## src/rtl/bram_scan_ctrl.sv

```systemverilog
// Sequential BRAM scanner: reads each byte, shows it on the display for a dwell period, then advances.
// Optional macro SCAN_WRAP_EN: when defined the scan restarts at address 0 instead of stopping in DONE.
module bram_scan_ctrl #(
  parameter int ADDR_W       = 10,
  parameter int LAST_ADDR    = 1023,
  parameter int DWELL_CYCLES = 100000000
) (
  input  logic              clk,
  input  logic              reset,
  input  logic              start,
  input  logic              pause,
  input  logic              step,
  output logic              bram_en,
  output logic [ADDR_W-1:0] bram_addr,
  input  logic [7:0]        bram_dout,
  output logic [7:0]        disp_data,
  output logic [ADDR_W-1:0] disp_addr,
  output logic              disp_valid,
  output logic              busy,
  output logic              done
);

  localparam int CNT_W = $clog2(DWELL_CYCLES + 1);
  localparam logic [ADDR_W-1:0] ADDR_LAST  = ADDR_W'(LAST_ADDR);
  localparam logic [ADDR_W-1:0] ADDR_ONE   = ADDR_W'(1);
  localparam logic [ADDR_W-1:0] ADDR_ZERO  = {ADDR_W{1'b0}};
  localparam logic [CNT_W-1:0]  CNT_LOAD   = CNT_W'(DWELL_CYCLES - 1);
  localparam logic [CNT_W-1:0]  CNT_ONE    = CNT_W'(1);
  localparam logic [CNT_W-1:0]  CNT_ZERO   = {CNT_W{1'b0}};

  typedef enum logic [2:0] {
    S_IDLE    = 3'd0,
    S_READ    = 3'd1,
    S_WAIT    = 3'd2,
    S_CAPTURE = 3'd3,
    S_DWELL   = 3'd4,
    S_DONE    = 3'd5
  } state_t;

  state_t             state_q, state_d;
  logic [ADDR_W-1:0]  addr_q, addr_d;
  logic [CNT_W-1:0]   cnt_q, cnt_d;
  logic [7:0]         disp_data_q, disp_data_d;
  logic [ADDR_W-1:0]  disp_addr_q, disp_addr_d;
  logic               bram_en_q, bram_en_d;
  logic               disp_valid_q, disp_valid_d;
  logic               busy_q, busy_d;
  logic               done_q, done_d;
  logic               dwell_end_s;

  // Next-state, address/counter update and registered-output decode.
  always_comb begin
    state_d     = state_q;
    addr_d      = addr_q;
    cnt_d       = cnt_q;
    dwell_end_s = 1'b0;
    case (state_q)
      S_IDLE, S_DONE: begin
        if (start) begin
          addr_d  = ADDR_ZERO;
          state_d = S_READ;
        end else begin
          state_d = state_q;
        end
      end
      S_READ:    state_d = S_WAIT;
      S_WAIT:    state_d = S_CAPTURE;
      S_CAPTURE: begin
        cnt_d   = CNT_LOAD;
        state_d = S_DWELL;
      end
      S_DWELL: begin
        if (pause) begin
          dwell_end_s = step;
        end else if (cnt_q == CNT_ZERO) begin
          dwell_end_s = 1'b1;
        end else begin
          cnt_d = cnt_q - CNT_ONE;
        end
        if (dwell_end_s) begin
          if (addr_q == ADDR_LAST) begin
`ifdef SCAN_WRAP_EN
            addr_d  = ADDR_ZERO;
            state_d = S_READ;
`else
            state_d = S_DONE;
`endif
          end else begin
            addr_d  = addr_q + ADDR_ONE;
            state_d = S_READ;
          end
        end else begin
          state_d = S_DWELL;
        end
      end
      default: state_d = S_IDLE;
    endcase

    // Outputs are registered from the upcoming state so they line up with it.
    bram_en_d    = (state_d == S_READ);
    disp_valid_d = (state_q == S_CAPTURE);
    busy_d       = (state_d != S_IDLE) && (state_d != S_DONE);
    done_d       = (state_d == S_DONE);
    if (state_q == S_CAPTURE) begin
      disp_data_d = bram_dout;
      disp_addr_d = addr_q;
    end else begin
      disp_data_d = disp_data_q;
      disp_addr_d = disp_addr_q;
    end
  end

  // State and output registers with synchronous reset.
  always_ff @(posedge clk) begin
    if (reset) begin
      state_q      <= S_IDLE;
      addr_q       <= ADDR_ZERO;
      cnt_q        <= CNT_ZERO;
      disp_data_q  <= 8'h00;
      disp_addr_q  <= ADDR_ZERO;
      bram_en_q    <= 1'b0;
      disp_valid_q <= 1'b0;
      busy_q       <= 1'b0;
      done_q       <= 1'b0;
    end else begin
      state_q      <= state_d;
      addr_q       <= addr_d;
      cnt_q        <= cnt_d;
      disp_data_q  <= disp_data_d;
      disp_addr_q  <= disp_addr_d;
      bram_en_q    <= bram_en_d;
      disp_valid_q <= disp_valid_d;
      busy_q       <= busy_d;
      done_q       <= done_d;
    end
  end

  assign bram_en    = bram_en_q;
  assign bram_addr  = addr_q;
  assign disp_data  = disp_data_q;
  assign disp_addr  = disp_addr_q;
  assign disp_valid = disp_valid_q;
  assign busy       = busy_q;
  assign done       = done_q;

endmodule

```

## config.mk

```make
export PLATFORM = sky130hd
export DESIGN_NAME = bram_scan_ctrl
export DESIGN_NICKNAME = d
export VERILOG_FILES = /design/src/rtl/bram_scan_ctrl.sv
export SDC_FILE = /design/constraint.sdc
export NUM_CORES = 1
export LEC_CHECK = 0
export BUFFER_PORTS_ARGS = -buffer_cell sky130_fd_sc_hd__buf_2
export CAP_MARGIN = 25
export CORE_MARGIN = 3
export CORE_UTILIZATION = 40
export CTS_CLUSTER_DIAMETER = 50
export DETAILED_ROUTE_END_ITERATION = 10
export HOLD_SLACK_MARGIN = 0.1
export PLACE_DENSITY = 0.69
export RECOVER_POWER = 100
export SLEW_MARGIN = 10
export SYNTH_ARGS = -nofsm -noshare
export SYNTH_HDL_FRONTEND = slang
export SYNTH_SLANG_ARGS = --single-unit
export TNS_END_PERCENT = 10
```

## constraint.sdc

```tcl
create_clock -name clk -period 3 [get_ports clk]
set_input_delay 0.3 -clock clk [delete_from_list [all_inputs] [get_ports clk]]
set_output_delay 0.3 -clock clk [all_outputs]
set_load 0.005 [all_outputs]
```

==> results.md <==
- Worst slack, placed: approximately 0.52 ns
- IO Port Bufs: 44
- Hpwl dp: approximately 4400 um
- Worst Clk Skew: about 0.0089 ns
- Slowest stage cell, crit path: or4_1
- Cell Rows: 29
- Comb pwr share: about 15%
- Die width: 89.6 um
- DRC violation count after routing: 0
- Iteration-0 DRC Markers: 108
- Final net count: 392
- Post-synthesis register bit count: 62
- Ys flop type: dfxtp_1
- Placer congestion estimate: roughly 0.78
- Largest net degree at the start of global routing: 39
- Largest fanout on the critical path: 6
- Post-DR vias/cell: between 5 and 6
- Post-synth top cells: 62 x dfxtp_1, 50 x nand2_1, 41 x a21oi_1
- EDFF count, synth: 0
- Flop pwr share: roughly 44%
- Clock slew at reported path FFs: roughly 0.080 ns
- Slew headroom: a little over 50%
- Period minus WS final: ~2.6 ns
- CP endpoint kind: register
- ANT cells: 0
- Vias: ~2500
- Post-route design area: ~3300 um^2
- Switching part of the total: 28.9%
- Die area: between 8000 and 9000 um^2
- Fin. max-slew vios: 0
- Post-CTS Hold Buffers: 0
- RSZ-0062 raised after global routing: false
- Post-CTS setup buffers: 0
- Remaining global-route overflow: 0
- Synth top area share: between 40% and 50%
- Final Hold Viols: 0
- Internal power: 1.43 mW
- CTS Buffer Depth: 2
- CTS tree: done
- Setup WS post-layout: about 0.42 ns
- Drt first pass iters: 4
- P_sw: 0.581 mW
- Data arrival, critical path: roughly 2.9 ns
- Reg2reg path depth: 7
- Maxcap violations: 0
- Clock power share: between 40 and 50%
- Ys async rst share: 0%
- Pwr Total: between 2 and 2.5 mW
- Vias in the first global route: about 2400
- Num CTS Buffers: 9
- Synth Area per Inst: between 8 and 9 um^2
- Die height: 89.6 um
- Top post-synthesis cells by area: dfxtp_1 44%, xor2_1 7.5%, a21oi_1 7.3%, nand2_1 6.7%, nor2_1 3.6%
- Most common cell in the synthesized netlist: dfxtp_1
- Dpl cells: 459
- Slew @ Worst Pin: a little over 0.7 ns
- Cells after synthesis: roughly 340
- P_leak: 1.20 nW
- Fin cells: 475
- Crit path top cell by count: or4_1
- Hold Path Cell Cnt: 3
- WL final: between 6000 and 7000 um
- I/O pins: between 40 and 50
- Area delta synth->final: 17.8%
- Kind of critical path: register to register
- Synthesized Nets: 351
- Drt wl/cell: between 10 and 15 um
- Mapped cell area: around 2800 um^2
- FF-to-FF setup slack: 0.42 ns
- Critical Path Start Type: register
- TNS Setup: 0 ns
- Crit share post-route: between 80% and 90%
- Max stage delay on crit path: 0.61 ns
- Clock latency on the worst-skew pair: between 0.3 and 0.4 ns
- Final Setup Violations: 0
- First-pass GRT wire length: about 11000 um
- Sequential-to-total area share from yosys stat: between 40% and 50%
- Yosys warns: 0
- Type of the most critical hold path: primary input to register
- Placed instance area: a little over 3000 um^2
- Initial antenna violation count: 0
- PwrDens: ~610 nW/um^2
- WP data required: between 3 and 4 ns
- Initial Utilization: 42.5%
- Routed Antenna Nets: 0
- Gr usage total: between 10% and 20%
- Post-CTS Resized: 0
- Peak Freq: roughly 390 MHz
- Root Buffer: clkbuf_8
- Area leader, netlist: dfxtp_1
- Yosys cell types: 45
- CTS H-Tree Depth: 3
- Status: finished clean
- Worst IR Drop VDD: ~0.42 mV
- Layout cell share with drive strength beyond 1: roughly an eighth
- Core area: between 6000 and 7000 um^2
- Critical Path, Cell by Cell: or4_1 -> nor4_4 -> clkbuf_1 -> and2b_1 -> nand4_1 -> or4_1 -> a31oi_1
- CTS sink cnt: 62
## power groups by stage
stage | sequential, mW | clock (mW) | combinational, mW
6_report | 0.886 | 0.818 | 0.309
3_5_place_dp | 0.904 | 0 | 0.331
4_1_cts | 0.885 | 0.834 | 0.334
5_1_grt | 0.891 | 0.862 | 0.352
3_3_place_gp | 0.903 | 0 | 0.328
2_1_floorplan | 0.891 | 0 | 0.238
## critical path, delay by kind of cell (launching register included)
family / cells / cell delay, ns
flip-flops: 1 / 0.35
AO/OA/AOI/OAI: 1 / 0.17
AND/OR/NAND/NOR: 5 / 1.74
buffers and inverters: 1 / 0.24
## layout make-up
| class | count | area [um^2] |
|---|---|---|
| Sequential cell | 62 | 1240 |
| Inverter | 7 | 26.3 |
| Multi-Input combinational cell | 246 | 1450 |
| Clock inverter | 7 | 98.8 |
| Fill cell | 650 | 3280 |
| Timing Repair Buffer | 51 | 236 |
| Tap cell | 93 | 116 |
| Clock buffer | 9 | 124 |
## cells in the final DEF, fill, tap and decap left out, drive strengths merged, types with 2 or more instances in the layout
cell type | netlist | layout
nand2b | 6 | 6
clkinv | 0 | 4
buf | 4 | 28
dfxtp | 62 | 62
nand3 | 10 | 10
nand4b | 6 | 6
bufinv | 0 | 2
o21ai | 4 | 4
nand4 | 16 | 16
and2 | 3 | 3
nor3 | 8 | 8
xor2 | 24 | 24
a41o | 2 | 2
nor2 | 27 | 27
nand2 | 50 | 50
inv | 7 | 7
ha | 2 | 2
or3 | 4 | 4
a31oi | 5 | 5
a211oi | 4 | 4
nor4 | 2 | 2
a21oi | 41 | 41
or4 | 3 | 3
xnor2 | 2 | 2
clkbuf | 17 | 32
or2 | 2 | 2
and3 | 4 | 4
o211ai | 3 | 3
and4 | 2 | 2
o31ai | 2 | 2
## per-layer routing
layer / share of wire (%) / vias to the layer above / GRT usage, %
met5: 0 / - / 0
met4: 1.6 / 0 / 9.20
met3: 5.0 / 9 / 4.24
met2: 47 / 50 / 28.5
met1: 46 / 1190 / 21.7
li1: - / 1269 / -
## worst paths after layout
path,start,to
min,bram_dout[0],disp_data[0]
max,cnt_q[9],cnt_q[24]
min reg2reg,disp_addr[3],disp_addr[3]
max reg2reg,cnt_q[9],cnt_q[24]
## stage by stage
step | utilization, % | hold slack, ns
2_1_floorplan | - | 0.436
3_3_place_gp | 47.3 | 0.441
3_5_place_dp | 47.3 | 0.447
4_1_cts | 50.7 | 0.171
5_1_grt | 50.1 | 0.194
6_report | 50.1 | 0.188
## cell families after synthesis
family                     Yosys count  share of synthesized area [%]
AOI/OAI and AO/OA                   70                           15.1
buffers and inverters               28                           3.76
adders and majority gates            2                          0.896
muxes                                1                          0.403
xor gates and xnor gates            26                           8.15
DFF                                 62                           44.4
and+or+nand+nor                    147                           27.2
## sequential cells by signal, indices dropped and copies added, names as in the netlist
signal	cells
bram_en	1
disp_addr	10
disp_valid	1
bram_addr	10
state_q	3
done	1
disp_data	8
busy	1
cnt_q	27
(Power assumes the default switching activity.)
